===== src/rtl/core_inst_pkg.sv =====
// rtl/core_inst_pkg.sv - instruction field map and shared types for the attention core sequencer
// Purpose: bit positions of the 29-bit core instruction word, the sequencer state
//          encoding and the field bundle passed from the sequencer FSM to the packer.
// Ports:   none
package core_inst_pkg;

  localparam int INST_W = 29;
  localparam int ADDR_W = 4;

  localparam int PMEM_WR       = 0;
  localparam int PMEM_RD       = 1;
  localparam int KMEM_EVEN_WR  = 2;
  localparam int KMEM_ODD_WR   = 3;
  localparam int KMEM_EVEN_RD  = 4;
  localparam int KMEM_ODD_RD   = 5;
  localparam int QMEM_EVEN_WR  = 6;
  localparam int QMEM_ODD_WR   = 7;
  localparam int QMEM_EVEN_RD  = 8;
  localparam int QMEM_ODD_RD   = 9;
  localparam int PMEM_ADD_LSB  = 10;
  localparam int PMEM_ADD_MSB  = 13;
  localparam int QKMEM_ADD_LSB = 14;
  localparam int QKMEM_ADD_MSB = 17;
  localparam int OFIFO_RD      = 18;
  localparam int MAC_LOADK     = 19;
  localparam int MAC_EXE       = 20;
  localparam int NORM_WR       = 21;
  localparam int NORM_RD       = 22;
  localparam int NORM_ADD_LSB  = 23;
  localparam int NORM_ADD_MSB  = 26;
  localparam int SFP_INST_LSB  = 27;
  localparam int SFP_INST_MSB  = 28;

  // Two-step SFP normalisation opcodes issued back to back per row.
  localparam logic [1:0] SFP_STEP1 = 2'b01;
  localparam logic [1:0] SFP_STEP2 = 2'b10;

  typedef enum logic [2:0] {
    S_IDLE   = 3'd0,
    S_LOAD_Q = 3'd1,
    S_LOAD_K = 3'd2,
    S_KPRE   = 3'd3,
    S_EXEC   = 3'd4,
    S_DRAIN  = 3'd5,
    S_NORM   = 3'd6
  } seq_state_t;

  // Bank-agnostic view of one instruction; the packer steers q/k bits to even/odd.
  typedef struct packed {
    logic              q_wr;
    logic              q_rd;
    logic              k_wr;
    logic              k_rd;
    logic              pmem_wr;
    logic              pmem_rd;
    logic              ofifo_rd;
    logic              mac_loadk;
    logic              mac_exe;
    logic              norm_wr;
    logic              norm_rd;
    logic [ADDR_W-1:0] qk_add;
    logic [ADDR_W-1:0] pmem_add;
    logic [ADDR_W-1:0] norm_add;
    logic [1:0]        sfp_inst;
  } inst_fields_t;

endpackage


===== src/rtl/core_inst_pack.sv =====
// rtl/core_inst_pack.sv - registered assembly of instruction fields into the core word
// Purpose: maps the bank-agnostic field bundle onto the 29-bit word, steering
//          Q/K memory strobes to the even or odd bank, and registers the result.
// Ports:   clk, reset (async, active-high), fields (from FSM), bank (job bank),
//          inst (registered instruction word).
module core_inst_pack
  import core_inst_pkg::*;
(
  input  logic              clk,
  input  logic              reset,
  input  inst_fields_t      fields,
  input  logic              bank,
  output logic [INST_W-1:0] inst
);

  logic [INST_W-1:0] inst_next;

  always_comb begin
    inst_next = '0;
    inst_next[PMEM_WR]      = fields.pmem_wr;
    inst_next[PMEM_RD]      = fields.pmem_rd;
    inst_next[KMEM_EVEN_WR] = fields.k_wr & ~bank;
    inst_next[KMEM_ODD_WR]  = fields.k_wr &  bank;
    inst_next[KMEM_EVEN_RD] = fields.k_rd & ~bank;
    inst_next[KMEM_ODD_RD]  = fields.k_rd &  bank;
    inst_next[QMEM_EVEN_WR] = fields.q_wr & ~bank;
    inst_next[QMEM_ODD_WR]  = fields.q_wr &  bank;
    inst_next[QMEM_EVEN_RD] = fields.q_rd & ~bank;
    inst_next[QMEM_ODD_RD]  = fields.q_rd &  bank;
    inst_next[PMEM_ADD_MSB:PMEM_ADD_LSB]   = fields.pmem_add;
    inst_next[QKMEM_ADD_MSB:QKMEM_ADD_LSB] = fields.qk_add;
    inst_next[OFIFO_RD]     = fields.ofifo_rd;
    inst_next[MAC_LOADK]    = fields.mac_loadk;
    inst_next[MAC_EXE]      = fields.mac_exe;
    inst_next[NORM_WR]      = fields.norm_wr;
    inst_next[NORM_RD]      = fields.norm_rd;
    inst_next[NORM_ADD_MSB:NORM_ADD_LSB]   = fields.norm_add;
    inst_next[SFP_INST_MSB:SFP_INST_LSB]   = fields.sfp_inst;
  end

  always_ff @(posedge clk or posedge reset) begin
    if (reset) begin
      inst <= '0;
    end else begin
      inst <= inst_next;
    end
  end

endmodule


===== src/rtl/core_inst_sequencer.sv =====
// rtl/core_inst_sequencer.sv - per-cycle instruction sequencer for one attention core
// Purpose: runs one Q-by-K tile per accepted start: Q/K fill, K preload, Q execute,
//          OFIFO drain to psum memory, SFP normalisation; ping-pongs Q/K banks per job.
// Ports:   clk, reset (async, active-high), start, cfg_rows_m1 (Q rows - 1),
//          data_valid / data_ready (mem_in handshake), ofifo_valid,
//          inst (core word), busy, done (1-cycle), bank (0 even, 1 odd).
module core_inst_sequencer #(
  parameter int COL    = 8,
  parameter int ROW_W  = 4,
  parameter int INST_W = core_inst_pkg::INST_W
) (
  input  logic              clk,
  input  logic              reset,
  input  logic              start,
  input  logic [ROW_W-1:0]  cfg_rows_m1,
  input  logic              data_valid,
  output logic              data_ready,
  input  logic              ofifo_valid,
  output logic [INST_W-1:0] inst,
  output logic              busy,
  output logic              done,
  output logic              bank
);
  import core_inst_pkg::*;

  // One spare bit so a count of 16 (R=16 or COL=16) is representable.
  localparam int CW = ROW_W + 1;

  seq_state_t    state, state_n;
  logic [CW-1:0] cnt, cnt_n, rows, rows_n, cnt_inc;
  logic [1:0]    phase, phase_n;
  logic          bank_n, ready_n, busy_n, done_n;
  logic          beat;
  inst_fields_t  fields;

  assign cnt_inc = cnt + CW'(1);
  assign beat    = data_valid & data_ready;

  always_ff @(posedge clk or posedge reset) begin
    if (reset) begin
      state      <= S_IDLE;
      cnt        <= '0;
      rows       <= '0;
      phase      <= '0;
      bank       <= 1'b0;
      data_ready <= 1'b0;
      busy       <= 1'b0;
      done       <= 1'b0;
    end else begin
      state      <= state_n;
      cnt        <= cnt_n;
      rows       <= rows_n;
      phase      <= phase_n;
      bank       <= bank_n;
      data_ready <= ready_n;
      busy       <= busy_n;
      done       <= done_n;
    end
  end

  // Computes the instruction for the next cycle; the packer registers it.
  always_comb begin
    state_n = state;
    cnt_n   = cnt;
    rows_n  = rows;
    phase_n = phase;
    bank_n  = bank;
    ready_n = data_ready;
    busy_n  = busy;
    done_n  = 1'b0;
    fields  = '0;

    case (state)
      S_IDLE: begin
        // done is still high on the cycle we return here; a start then is dropped.
        if (start && !done) begin
          rows_n  = CW'(cfg_rows_m1) + CW'(1);
          cnt_n   = '0;
          busy_n  = 1'b1;
          ready_n = 1'b1;
          state_n = S_LOAD_Q;
        end
      end

      S_LOAD_Q: begin
        if (beat) begin
          fields.q_wr   = 1'b1;
          fields.qk_add = ADDR_W'(cnt);
          if (cnt_inc == rows) begin
            cnt_n   = '0;
            state_n = S_LOAD_K;
          end else begin
            cnt_n = cnt_inc;
          end
        end
      end

      S_LOAD_K: begin
        if (beat) begin
          fields.k_wr   = 1'b1;
          fields.qk_add = ADDR_W'(cnt);
          if (cnt_inc == CW'(COL)) begin
            cnt_n   = '0;
            ready_n = 1'b0;
            state_n = S_KPRE;
          end else begin
            cnt_n = cnt_inc;
          end
        end
      end

      // Read K row i, load it into the array one cycle later (SRAM latency).
      S_KPRE: begin
        if (cnt < CW'(COL)) begin
          fields.k_rd   = 1'b1;
          fields.qk_add = ADDR_W'(cnt);
        end
        fields.mac_loadk = (cnt != '0);
        if (cnt == CW'(COL)) begin
          cnt_n   = '0;
          state_n = S_EXEC;
        end else begin
          cnt_n = cnt_inc;
        end
      end

      S_EXEC: begin
        if (cnt < rows) begin
          fields.q_rd   = 1'b1;
          fields.qk_add = ADDR_W'(cnt);
        end
        fields.mac_exe = (cnt != '0);
        if (cnt == rows) begin
          cnt_n   = '0;
          phase_n = '0;
          state_n = S_DRAIN;
        end else begin
          cnt_n = cnt_inc;
        end
      end

      // phase 0: wait for a full OFIFO row and pop it; phase 1: write it to psum.
      S_DRAIN: begin
        if (phase == 2'd0) begin
          if (ofifo_valid) begin
            fields.ofifo_rd = 1'b1;
            phase_n         = 2'd1;
          end
        end else begin
          fields.pmem_wr  = 1'b1;
          fields.pmem_add = ADDR_W'(cnt);
          phase_n         = 2'd0;
          if (cnt_inc == rows) begin
            cnt_n   = '0;
            state_n = S_NORM;
          end else begin
            cnt_n = cnt_inc;
          end
        end
      end

      S_NORM: begin
        phase_n = phase + 2'd1;
        case (phase)
          2'd0: begin
            fields.pmem_rd  = 1'b1;
            fields.pmem_add = ADDR_W'(cnt);
          end
          2'd1: fields.sfp_inst = SFP_STEP1;
          2'd2: fields.sfp_inst = SFP_STEP2;
          default: begin
            fields.norm_wr  = 1'b1;
            fields.norm_add = ADDR_W'(cnt);
            if (cnt_inc == rows) begin
              cnt_n   = '0;
              done_n  = 1'b1;
              busy_n  = 1'b0;
              bank_n  = ~bank;
              state_n = S_IDLE;
            end else begin
              cnt_n = cnt_inc;
            end
          end
        endcase
      end

      default: state_n = S_IDLE;
    endcase
  end

  core_inst_pack u_pack (
    .clk    (clk),
    .reset  (reset),
    .fields (fields),
    .bank   (bank),
    .inst   (inst)
  );

endmodule


===== config.mk =====
export PLATFORM = sky130hd
export DESIGN_NAME = core_inst_sequencer
export DESIGN_NICKNAME = d
export VERILOG_FILES = /design/src/rtl/core_inst_pkg.sv /design/src/rtl/core_inst_pack.sv /design/src/rtl/core_inst_sequencer.sv
export SDC_FILE = /design/constraint.sdc
export NUM_CORES = 1
export LEC_CHECK = 0
export ABC_AREA = 1
export ABC_CLOCK_PERIOD_IN_PS = 4500
export CAP_MARGIN = 20
export CORE_ASPECT_RATIO = 1.25
export CORE_MARGIN = 3
export CORE_UTILIZATION = 25
export DETAILED_ROUTE_END_ITERATION = 8
export DONT_BUFFER_PORTS = 1
export GPL_TIMING_DRIVEN = 0
export PLACE_DENSITY_LB_ADDON = 0.1
export SLEW_MARGIN = 30
export SYNTH_ARGS = -nofsm -noshare
export SYNTH_HDL_FRONTEND = slang
export SYNTH_SLANG_ARGS = --single-unit

===== constraint.sdc =====
create_clock -name clk -period 4.5 [get_ports clk]
set_input_delay 0.675 -clock clk [delete_from_list [all_inputs] [get_ports clk]]
set_output_delay 0.675 -clock clk [all_outputs]
set_load 0.1 [all_outputs]

==> impl_summary.log <==
INFO  metric final_design_area_no_fill = about 2600 µm²
INFO  metric postSynthCellCount = around 270
INFO  metric max_cap_violations = 0
INFO  metric clock_sink_count = 47
INFO  metric finish.net_count = 297
INFO  metric cts_root_buffer = sky130_fd_sc_hd__clkbuf_8
INFO  metric p_int = 852.1 µW
INFO  metric initial_standard_cell_utilization_of_the_core = 26.15%
INFO  metric grt_pass1_wl = just over 9 mm
INFO  metric source_to_sink_clock_delay_at_the_later_pin_of_the_worst_skew_pair = approximately 0.31 ns
INFO  metric ctsResizeCount = 0
INFO  metric synth-warning-count = 0
INFO  metric htree_num_levels = 2
INFO  metric final.setup_skew = about 0.014 ns
INFO  metric core-area = slightly below 9000 µm²
INFO  metric run_status = finished, final reports clean
INFO  metric fp-row-count = 38
INFO  metric power_switching = roughly 850 µW
INFO  metric power.combinational.fraction = between 30% and 40%
INFO  metric netlist-cell-type-count = 27
INFO  metric gpl.final_weighted_congestion = a little under 0.8
INFO  metric netlist_area = about 2300 µm²
INFO  metric hold_bufs_inserted_after_cts = 0
INFO  metric critical_path.startpoint_type = register
INFO  metric period_needed = 2.222 ns
INFO  metric async_reset_ff_share = between 90% and 100%
INFO  metric sequentialPowerShare = between 40% and 50%
INFO  metric share_clk_of_total_power = around a fifth
INFO  metric switching_share = about half
INFO  metric cts_setup_buffers = 0
INFO  metric crit_required = roughly 4.7 ns
INFO  metric routed_via_density = between 4 and 5
INFO  metric dp_hpwl = 4.213 mm
INFO  metric timing.critical_path.fanout_max = 4
INFO  metric synthFlopType = sky130_fd_sc_hd__dfrtp_1
INFO  metric dieWidth = between 90 and 100 µm
INFO  metric synthesis.area_per_instance = 8.642 µm²
INFO  metric place.port_buffers = 0
INFO  metric r2r.worst_path.cells = 9
INFO  metric num_io_pins = 42
INFO  metric die_area = 10500 µm²
INFO  metric remaining_drc_errors = 0
INFO  metric clkSlewWorstSetupHoldPaths = 0.10 ns
INFO  metric worstReg2RegStart = data_ready
INFO  metric crit_path_top_delay_cell = sky130_fd_sc_hd__dfrtp_1
INFO  metric cts_tree = yes
INFO  metric end_kind = register
INFO  metric grtUsageTotal = 11.47%
INFO  metric slowest_delay = ~0.98 ns
INFO  metric r2r_slack = between 2 and 2.5 ns
INFO  metric drtPass1Iterations = 4
INFO  metric dpl_cell_area = 2479 µm²
INFO  metric ant_nets = 0
INFO  metric post-synth-top-area-cell = sky130_fd_sc_hd__dfrtp_1
INFO  metric synth-edff-count = 0
INFO  metric power_leakage = 1.281 nW
INFO  metric endpoint = state[2]
INFO  metric grt_max_degree = 48
INFO  metric powerDensity = roughly 660 nW/µm²
INFO  metric finalHoldViolCount = 0
INFO  metric finalSetupViolCount = 0
INFO  metric drive_gt1_share = between 10% and 20%
INFO  metric maxClockFrequency = 450.0 MHz
INFO  metric violation_count_after_the_first_detailed_routing_iteration = 80
INFO  metric synth.net_count = 290
INFO  metric floorplan.die.height = between 100 and 150 µm
INFO  metric grt-ovfl-total = 0
INFO  metric maxSlewHeadroom = between 30% and 40%
INFO  metric max-clock-path-buffers = 2
INFO  metric min-delay-path-class = in2async
INFO  metric ys_seq_elements = 47
INFO  metric finalCritPeriodShare = 49.39%
INFO  metric ir_worst_vdd = between 150 and 200 µV
INFO  metric synth.top_cells.by_area = sky130_fd_sc_hd__dfrtp_1 (51%), sky130_fd_sc_hd__nand2_1 (9.8%), sky130_fd_sc_hd__ha_1 (6.5%)
INFO  metric timing.critical_path.arrival = approximately 2.4 ns
INFO  metric antenna_cells_inserted = 0
INFO  metric final.setup.tns = 0 ns
INFO  metric yosys.area.top_type_share = 50.59%
INFO  metric crit_chain = nand2_1, inv_1, nor2_2, nor2_2, nand2_2, nor2_2, nand3_2, nand2_1, nand2_1
INFO  metric worst_setup_path_startpoint = data_ready
INFO  metric worst_pin_slew = around 0.95 ns
INFO  metric antenna_violations_before_repair = 0
INFO  metric rsz_0062_raised_after_global_routing = no
INFO  metric routed-via-count = 1720
INFO  metric area_growth = 11.57%
INFO  metric final-max-slew-violation-count = 0
INFO  metric reg2reg_to = state[2]
INFO  metric synth.yosys.seq_area_share = between 50% and 60%
INFO  metric wl_per_instance = ~14 µm
INFO  metric cts_made_buffers = 5
INFO  metric worst-setup-path-type = reg2reg
INFO  metric via_count_of_the_first_global_routing_pass = between 1500 and 2000
INFO  metric finalWirelength = ~5.6 mm
## stage by stage
| stage | cells | worst slack (ns) | power [mW] | hold WS, ns | utilization (%) |
|---|---|---|---|---|---|
| CTS | 397 | 2.257 | 1.734 | 0.3201 | 29.17 |
| global route | 397 | 2.092 | 1.846 | 0.3409 | 29.17 |
| global placement | 389 | 2.102 | 1.399 | 0.4963 | 27.84 |
| finish | 397 | 2.278 | 1.703 | 0.2890 | 29.17 |
| detailed placement | 389 | 2.282 | 1.396 | 0.5079 | 27.88 |
| floorplan | 269 | 2.549 | 1.236 | 0.4627 | - |
## placed cells by master, fill, tap and decap left out, types with 2 or more instances in the layout
master and instances:
sky130_fd_sc_hd__o21ai_0 7, sky130_fd_sc_hd__inv_2 6, sky130_fd_sc_hd__nor2_2 9, sky130_fd_sc_hd__nand2_2 5
sky130_fd_sc_hd__nand2_4 2, sky130_fd_sc_hd__nand3_2 3, sky130_fd_sc_hd__nor2_1 34, sky130_fd_sc_hd__a31oi_1 4
sky130_fd_sc_hd__clkinv_1 2, sky130_fd_sc_hd__nand4_1 8, sky130_fd_sc_hd__a21oi_1 5, sky130_fd_sc_hd__ha_1 12
sky130_fd_sc_hd__nand2_1 61, sky130_fd_sc_hd__o21ai_1 3, sky130_fd_sc_hd__clkbuf_8 5, sky130_fd_sc_hd__nand3_1 15
sky130_fd_sc_hd__nor3_1 5, sky130_fd_sc_hd__dfrtp_1 46, sky130_fd_sc_hd__xor2_1 2, sky130_fd_sc_hd__nor2_4 3
sky130_fd_sc_hd__buf_4 2, sky130_fd_sc_hd__inv_1 27
## per-layer routing
metal  up-vias  global-route usage [%]  wire length [µm]
met1       811                   14.32              2448
met3         7                   3.034               236
met5         -                       0                 0
met2        33                   19.01              2792
li1        869                       -                 -
met4         0                   4.262                94
## registers in the layout, summed over array words and instances, names as in the netlist
signal	flops
bank	1
busy	1
cnt	5
data_ready	1
done	1
phase	2
rows	5
state	3
u_pack.inst	28
## power by group through the flow
stage,clock (mW),sequential [mW],combinational (mW)
after global placement,0,0.753,0.646
after global routing,0.358,0.752,0.735
after detailed placement,0,0.754,0.643
after CTS,0.344,0.745,0.646
final,0.326,0.743,0.634
after floorplan,0,0.735,0.501
## final cells by class
cell class,count,area (µm²)
fillers,968,6297
flip-flops and latches,47,1177
multi-input cells,183,987.2
well taps,120,150.1
inverters,36,137.6
clock buffers,5,68.82
clock inverters,3,46.29
plain buffers,3,26.28
## synthesized netlist by cell type, types with 3 or more instances
cell,instances
sky130_fd_sc_hd__inv_1,28
sky130_fd_sc_hd__nor2_1,34
sky130_fd_sc_hd__nand3_1,15
sky130_fd_sc_hd__dfrtp_1,47
sky130_fd_sc_hd__nor2_4,3
sky130_fd_sc_hd__nand2_2,5
sky130_fd_sc_hd__nand2_1,61
sky130_fd_sc_hd__o21ai_1,3
sky130_fd_sc_hd__inv_2,6
sky130_fd_sc_hd__ha_1,12
sky130_fd_sc_hd__nand4_1,8
sky130_fd_sc_hd__nor3_1,5
sky130_fd_sc_hd__a31oi_1,4
sky130_fd_sc_hd__o21ai_0,7
sky130_fd_sc_hd__nor2_2,9
sky130_fd_sc_hd__nand3_2,3
sky130_fd_sc_hd__a21oi_1,5
## logic make-up after synthesis
family | share of synthesized area (%)
other | 0.1613
AO/OA/AOI/OAI | 5.005
flip-flops | 50.59
buffers and inverters | 6.943
adder cells (fa/ha/maj) | 6.458
XOR/XNOR | 1.130
AND/OR/NAND/NOR | 29.71
## how the worst min path moves through the flow
stage	from	endpoint	slack, ns	depth (start not counted)
2_1_floorplan	rows[0]	rows[0]	0.46	2
3_3_place_gp	rows[0]	rows[0]	0.50	2
3_5_place_dp	rows[0]	rows[0]	0.51	2
4_1_cts	reset	u_pack.inst[26]	0.32	1
5_1_grt	reset	u_pack.inst[23]	0.34	1
6_report	reset	busy	0.29	1
## worst max-delay path: cells and delay by family (launching register included)
kind,cells,cell delay (ns)
buffers and inverters,1,0.19
DFF,1,0.98
and+or+nand+nor,8,0.95
(Power assumes the default switching activity.)
